$ cat src/rtl/mem_stream_reader.sv
// Read engine for the single-port sample RAM: walks an address window, absorbs the
// one-cycle registered read latency and streams words out through a 2-entry FIFO.
// Optional feature macro: LOOP_RD_EN (adds the 'loop' input for endless window replay).
module mem_stream_reader #(
  parameter int WORD_SIZE = 24,
  parameter int N_WORDS   = 512,
  localparam int AW       = $clog2(N_WORDS)
) (
  input  logic                 clk,
  input  logic                 rst_n,
  input  logic                 start,
  input  logic [AW-1:0]        base_addr,
  input  logic [AW:0]          length,
  input  logic                 abort,
`ifdef LOOP_RD_EN
  input  logic                 loop,
`endif
  output logic [AW-1:0]        mem_a,
  input  logic [WORD_SIZE-1:0] mem_dout,
  output logic [WORD_SIZE-1:0] m_data,
  output logic                 m_valid,
  input  logic                 m_ready,
  output logic                 busy,
  output logic                 done
);

  typedef enum logic [1:0] {S_IDLE, S_RUN, S_DRAIN} state_e;

  state_e               state_q, state_d;
  logic [AW-1:0]        addr_q, addr_d;
  logic [AW:0]          rem_q, rem_d;
  logic                 inflight_q, inflight_d;
  logic [1:0]           occ_q, occ_d;
  logic [WORD_SIZE-1:0] head_q, head_d, tail_q, tail_d;
  logic                 done_q, done_d;
  logic                 loop_q;
  logic                 pop, push, issue, last_issue, accept;
  logic [2:0]           occ_sum;

`ifdef LOOP_RD_EN
  logic [AW-1:0] base_q;
  logic [AW:0]   len_q;

  always_ff @(posedge clk or negedge rst_n) begin
    if (!rst_n) begin
      loop_q <= 1'b0;
      base_q <= '0;
      len_q  <= '0;
    end else if (accept) begin
      loop_q <= loop;
      base_q <= base_addr;
      len_q  <= length;
    end
  end
`else
  assign loop_q = 1'b0;
`endif

  assign pop        = (occ_q != 2'd0) && m_ready;
  assign push       = inflight_q;
  assign accept     = (state_q == S_IDLE) && start && (length != '0);
  assign last_issue = issue && (rem_q == (AW+1)'(1));

  // State register
  always_ff @(posedge clk or negedge rst_n) begin
    if (!rst_n) state_q <= S_IDLE;
    else        state_q <= state_d;
  end

  // Next-state logic; DRAIN exits once the FIFO will be empty with no read pending
  always_comb begin
    state_d = state_q;
    done_d  = 1'b0;
    unique case (state_q)
      S_IDLE: begin
        if (start) begin
          if (length != '0) state_d = S_RUN;
          else              done_d  = 1'b1;
        end
      end
      S_RUN: begin
        if (abort)                      state_d = S_IDLE;
        else if (last_issue && !loop_q) state_d = S_DRAIN;
      end
      S_DRAIN: begin
        if (abort) begin
          state_d = S_IDLE;
        end else if (occ_d == 2'd0) begin
          state_d = S_IDLE;
          done_d  = 1'b1;
        end
      end
      default: state_d = S_IDLE;
    endcase
  end

  // Output / issue decode: a read is only issued if its word is guaranteed a FIFO slot
  always_comb begin
    busy    = (state_q != S_IDLE);
    occ_sum = {1'b0, occ_q} + {2'b00, inflight_q} - {2'b00, pop};
    issue   = (state_q == S_RUN) && !abort && (occ_sum < 3'd2);
  end

  always_comb begin
    addr_d     = addr_q;
    rem_d      = rem_q;
    inflight_d = issue;
    occ_d      = occ_q;
    head_d     = head_q;
    tail_d     = tail_q;

    if (accept) begin
      addr_d = base_addr;
      rem_d  = length;
    end else if (issue) begin
      if (last_issue && loop_q) begin
`ifdef LOOP_RD_EN
        addr_d = base_q;
        rem_d  = len_q;
`endif
      end else begin
        addr_d = (addr_q == AW'(N_WORDS - 1)) ? '0 : addr_q + AW'(1);
        rem_d  = rem_q - (AW+1)'(1);
      end
    end

    if (busy && abort) begin
      occ_d = 2'd0;
    end else begin
      unique case ({push, pop})
        2'b10: begin
          if (occ_q == 2'd0) head_d = mem_dout;
          else               tail_d = mem_dout;
          occ_d = occ_q + 2'd1;
        end
        2'b01: begin
          if (occ_q == 2'd2) head_d = tail_q;
          occ_d = occ_q - 2'd1;
        end
        2'b11: begin
          if (occ_q == 2'd1) begin
            head_d = mem_dout;
          end else begin
            head_d = tail_q;
            tail_d = mem_dout;
          end
        end
        default: ;
      endcase
    end
  end

  always_ff @(posedge clk or negedge rst_n) begin
    if (!rst_n) begin
      addr_q     <= '0;
      rem_q      <= '0;
      inflight_q <= 1'b0;
      occ_q      <= 2'd0;
      head_q     <= '0;
      tail_q     <= '0;
      done_q     <= 1'b0;
    end else begin
      addr_q     <= addr_d;
      rem_q      <= rem_d;
      inflight_q <= inflight_d;
      occ_q      <= occ_d;
      head_q     <= head_d;
      tail_q     <= tail_d;
      done_q     <= done_d;
    end
  end

  assign mem_a   = addr_q;
  assign m_data  = head_q;
  assign m_valid = (occ_q != 2'd0);
  assign done    = done_q;

endmodule

$ cat config.mk
export PLATFORM = sky130hd
export DESIGN_NAME = mem_stream_reader
export DESIGN_NICKNAME = d
export VERILOG_FILES = /design/src/rtl/mem_stream_reader.sv
export SDC_FILE = /design/constraint.sdc
export NUM_CORES = 1
export LEC_CHECK = 0
export ABC_AREA = 1
export CELL_PAD_IN_SITES_DETAIL_PLACEMENT = 0
export CELL_PAD_IN_SITES_GLOBAL_PLACEMENT = 1
export CORE_ASPECT_RATIO = 1.4
export CORE_MARGIN = 3
export CORE_UTILIZATION = 25
export DETAILED_ROUTE_END_ITERATION = 12
export PLACE_DENSITY = 0.69
export SLEW_MARGIN = 20
export SYNTH_ARGS = -nofsm -noshare
export SYNTH_HDL_FRONTEND = slang
export SYNTH_SLANG_ARGS = --single-unit
$ cat constraint.sdc
create_clock -name clk -period 3.2 [get_ports clk]
set_clock_uncertainty 0.15 [all_clocks]
set_input_delay 0.64 -clock clk [delete_from_list [all_inputs] [get_ports clk]]
set_output_delay 0.64 -clock clk [all_outputs]
set_load 0.01 [all_outputs]
==> summary.md <==
| Metric | Value |
|---|---|
| Synth area leaders | `dfrtp_1 46%, nand2_1 14%, o21ai_0 6.5%` |
| Slowest-stage cell, CP | `fa_1` |
| Register area share after synthesis | `0.463` |
| Port bufs | `a little over 80` |
| Via count | `approximately 3400` |
| WL/cell | `~12 µm` |
| Most common cell after layout, fill and taps aside | `nand2_1` |
| Clock Sinks | `73` |
| N_diodes | `0` |
| Number of buffers created by CTS | `9` |
| Residual DRC count | `0` |
| Filler-free cell count of the finished design | `between 700 and 800` |
| Cts hold-fix bufs | `0` |
| DR pass1 iterations | `4` |
| CP required | `roughly 3.3 ns` |
| Clock Latency Late Sink | `0.33 ns` |
| DP Cell Count | `~780` |
| Clock slew at reported path FFs | `roughly 0.060 ns` |
| Worst vdd ir | `just under 0.3 mV` |
| Post-synth cell types | `33` |
| Static leakage | `approximately 2.5 nW` |
| TritonCTS clock tree | `yes` |
| GPL Wtd Cong | `roughly 0.85` |
| Relative slew slack | `0.370` |
| Reg area | `about 1800 µm²` |
| Synth area leader | `dfrtp_1` |
| Max Freq | `~360 MHz` |
| Final setup viols | `0` |
| Syn_nets | `~570` |
| Period utilization | `0.858` |
| Max incr delay on CP | `slightly above 0.5 ns` |
| Nets | `650` |
| Total Wirelength | `9.64 mm` |
| Critical Path Start Type | `flip-flop` |
| RSZ-0062 raised after global routing | `no` |
| Core ar. | `roughly 15000 µm²` |
| Antenna Violating Nets Remaining | `0` |
| Synth Register Bits | `73` |
| Post-synthesis area per instance | `7.70 µm²` |
| Multi-input logic area | `roughly 1800 µm²` |
| Crit path time final | `approximately 2.7 ns` |
| Die X | `112 µm` |
| Global-route wire length before repair | `between 15 and 20 mm` |
| Setup tns final | `0 ns` |
| GRT Total Usage | `0.115` |
| Hold Violations, Final | `0` |
| Data arrival time of the worst path | `between 2 and 3 ns` |
| Synthesized area | `about 4000 µm²` |
| Die height | `155 µm` |
| Max Cap Viol | `0` |
| Site Rows | `53` |
| Fin. max-slew vios | `0` |
| Initial antenna violation count | `0` |
| Status | `complete, no violations` |
| Worst Tran Pin Value | `0.945 ns` |
| P&R area growth vs syn | `34.1%` |
| Most frequent cells in the layout | `147 x nand2_1, 82 x clkdlybuf4s50_1, 73 x dfrtp_1, 56 x inv_1, 51 x o21ai_0` |
| I/O Pins | `84` |
| Setup Crit Path Kind | `flip-flop to flip-flop` |
| Yosys top cell area share | `0.463` |
| CTS Buffer Depth | `2` |
| CP Buf/Inv Count | `5` |
| H-tree depth | `3` |
| DR vias/cell | `between 4 and 5` |
| Vias in the first global route | `roughly 3400` |
| Setup Buffers After CTS | `0` |
| Clock root cell | `clkbuf_16` |
| Post-Synthesis Cells | `~500` |
| P per Cell Area | `about 860 nW/µm²` |
| Critical path fanouts, max | `22` |
| Detailed Place HPWL | `6.99 mm` |
| Drt first-iter violations | `around 120` |
| Crit. End Element | `flip-flop` |
| GR Overflow Total | `0` |
| Starting Density | `0.258` |
| Final-layout fill cell count | `1637` |
| Crit-path leading delay family | `adder cells` |
| Synth Warn # | `0` |
| Min-Delay Path Class | `primary input to async pin` |
| Die area | `approximately 17000 µm²` |
| PostCTS Resize Cnt | `0` |
| Worst path cell trace | `inv_1 -> ha_1 -> inv_1 -> nand2_1 -> nand2_1 -> nand3_1 -> fa_1 -> inv_1 -> nor2_1 -> nand2_1 -> buf_12 -> nand2_1 -> nand3_1 -> o21ai_0 -> inv_1` |
| Largest net degree at the start of global routing | `74` |
| Share of layout cells above drive strength 1 | `0.0885` |
==> cells in the mapped netlist (all sizes together) <==
| cell type | n |
|---|---|
| nor3 | 3 |
| nand2 | 149 |
| a21oi | 24 |
| o21a | 1 |
| o211ai | 3 |
| clkbuf | 6 |
| nor3b | 1 |
| and3 | 1 |
| o21bai | 1 |
| nand4 | 4 |
| ha | 7 |
| buf | 17 |
| xnor2 | 2 |
| nand3b | 1 |
| nor2 | 52 |
| o21ai | 52 |
| fa | 1 |
| dfrtp | 73 |
| nand3 | 50 |
| a31oi | 1 |
| xor2 | 5 |
| o2111ai | 1 |
| inv | 57 |
==> routing by layer <==
| metal | vias up | track usage | part of all wire |
|---|---|---|---|
| met2 | 72 | 0.198 | 0.49 |
| met4 | 0 | 0.0418 | 0.015 |
| met1 | 1534 | 0.142 | 0.44 |
| li1 | 1795 | - | - |
| met5 | - | 0 | 0 |
| met3 | 11 | 0.0243 | 0.048 |
==> worst reg2reg max path: cells and delay by family (launching register included) <==
kind / cells / cell delay, ns
compound gates: 1 / 0.08
simple gates: 7 / 0.69
flops: 1 / 0.42
buf+inv: 5 / 0.55
fa+ha+maj: 2 / 0.76
==> sequential cells by signal, summed over array words and instances, names as in the netlist <==
name	flops
mem_a	9
done	1
m_data	24
inflight_q	1
occ_q	2
tail_q	24
state_q	2
rem_q	10
==> final timing paths <==
path | from | end | slack, ns | cells past startpoint
setup / recovery | occ_q[1] | mem_a[8] | 0.45 | 15
hold / removal | rst_n | m_data[11] | 0.30 | 1
setup reg to reg | occ_q[1] | mem_a[8] | 0.45 | 15
hold reg to reg | tail_q[23] | tail_q[23] | 0.34 | 2
max in group asynchronous | rst_n | tail_q[7] | 1.99 | 1
min in group clk | tail_q[23] | tail_q[23] | 0.34 | 2
==> area by class of cell <==
class	instances	area share
sequential	73	0.345
multi-input combinational	359	0.335
timing repair buffer	94	0.177
tap	192	0.0454
clock buffer	10	0.0433
inverter	57	0.0405
clock inverter	6	0.0130
==> metrics by stage <==
stage,area (µm²),hold WS [ns],utilization,power (W),setup slack [ns]
after floorplan,3940,0.194,-,0.00278,0.679
after global placement,4990,0.311,0.327,0.00355,0.253
after detailed placement,4990,0.319,0.327,0.00359,0.240
after CTS,5290,0.344,0.347,0.00463,0.431
after global routing,5290,0.381,0.347,0.00497,0.209
final,5290,0.305,0.347,0.00455,0.453
==> report_power, final <==
group | switching [W] | internal [W] | leakage [nW]
logic | 0.00107 | 0.000895 | 1.53
registers | 0.000261 | 0.00132 | 0.868
clock network | 0.000401 | 0.000607 | 0.143
==> cell families after synthesis <==
group	Yosys count	share of synthesized area
compound gates	83	0.126
xor+xnor	7	0.0156
buf+inv	80	0.0914
simple gates	261	0.277
flops	73	0.463
fa+ha+maj	8	0.0273
(Power assumes the default switching activity.)
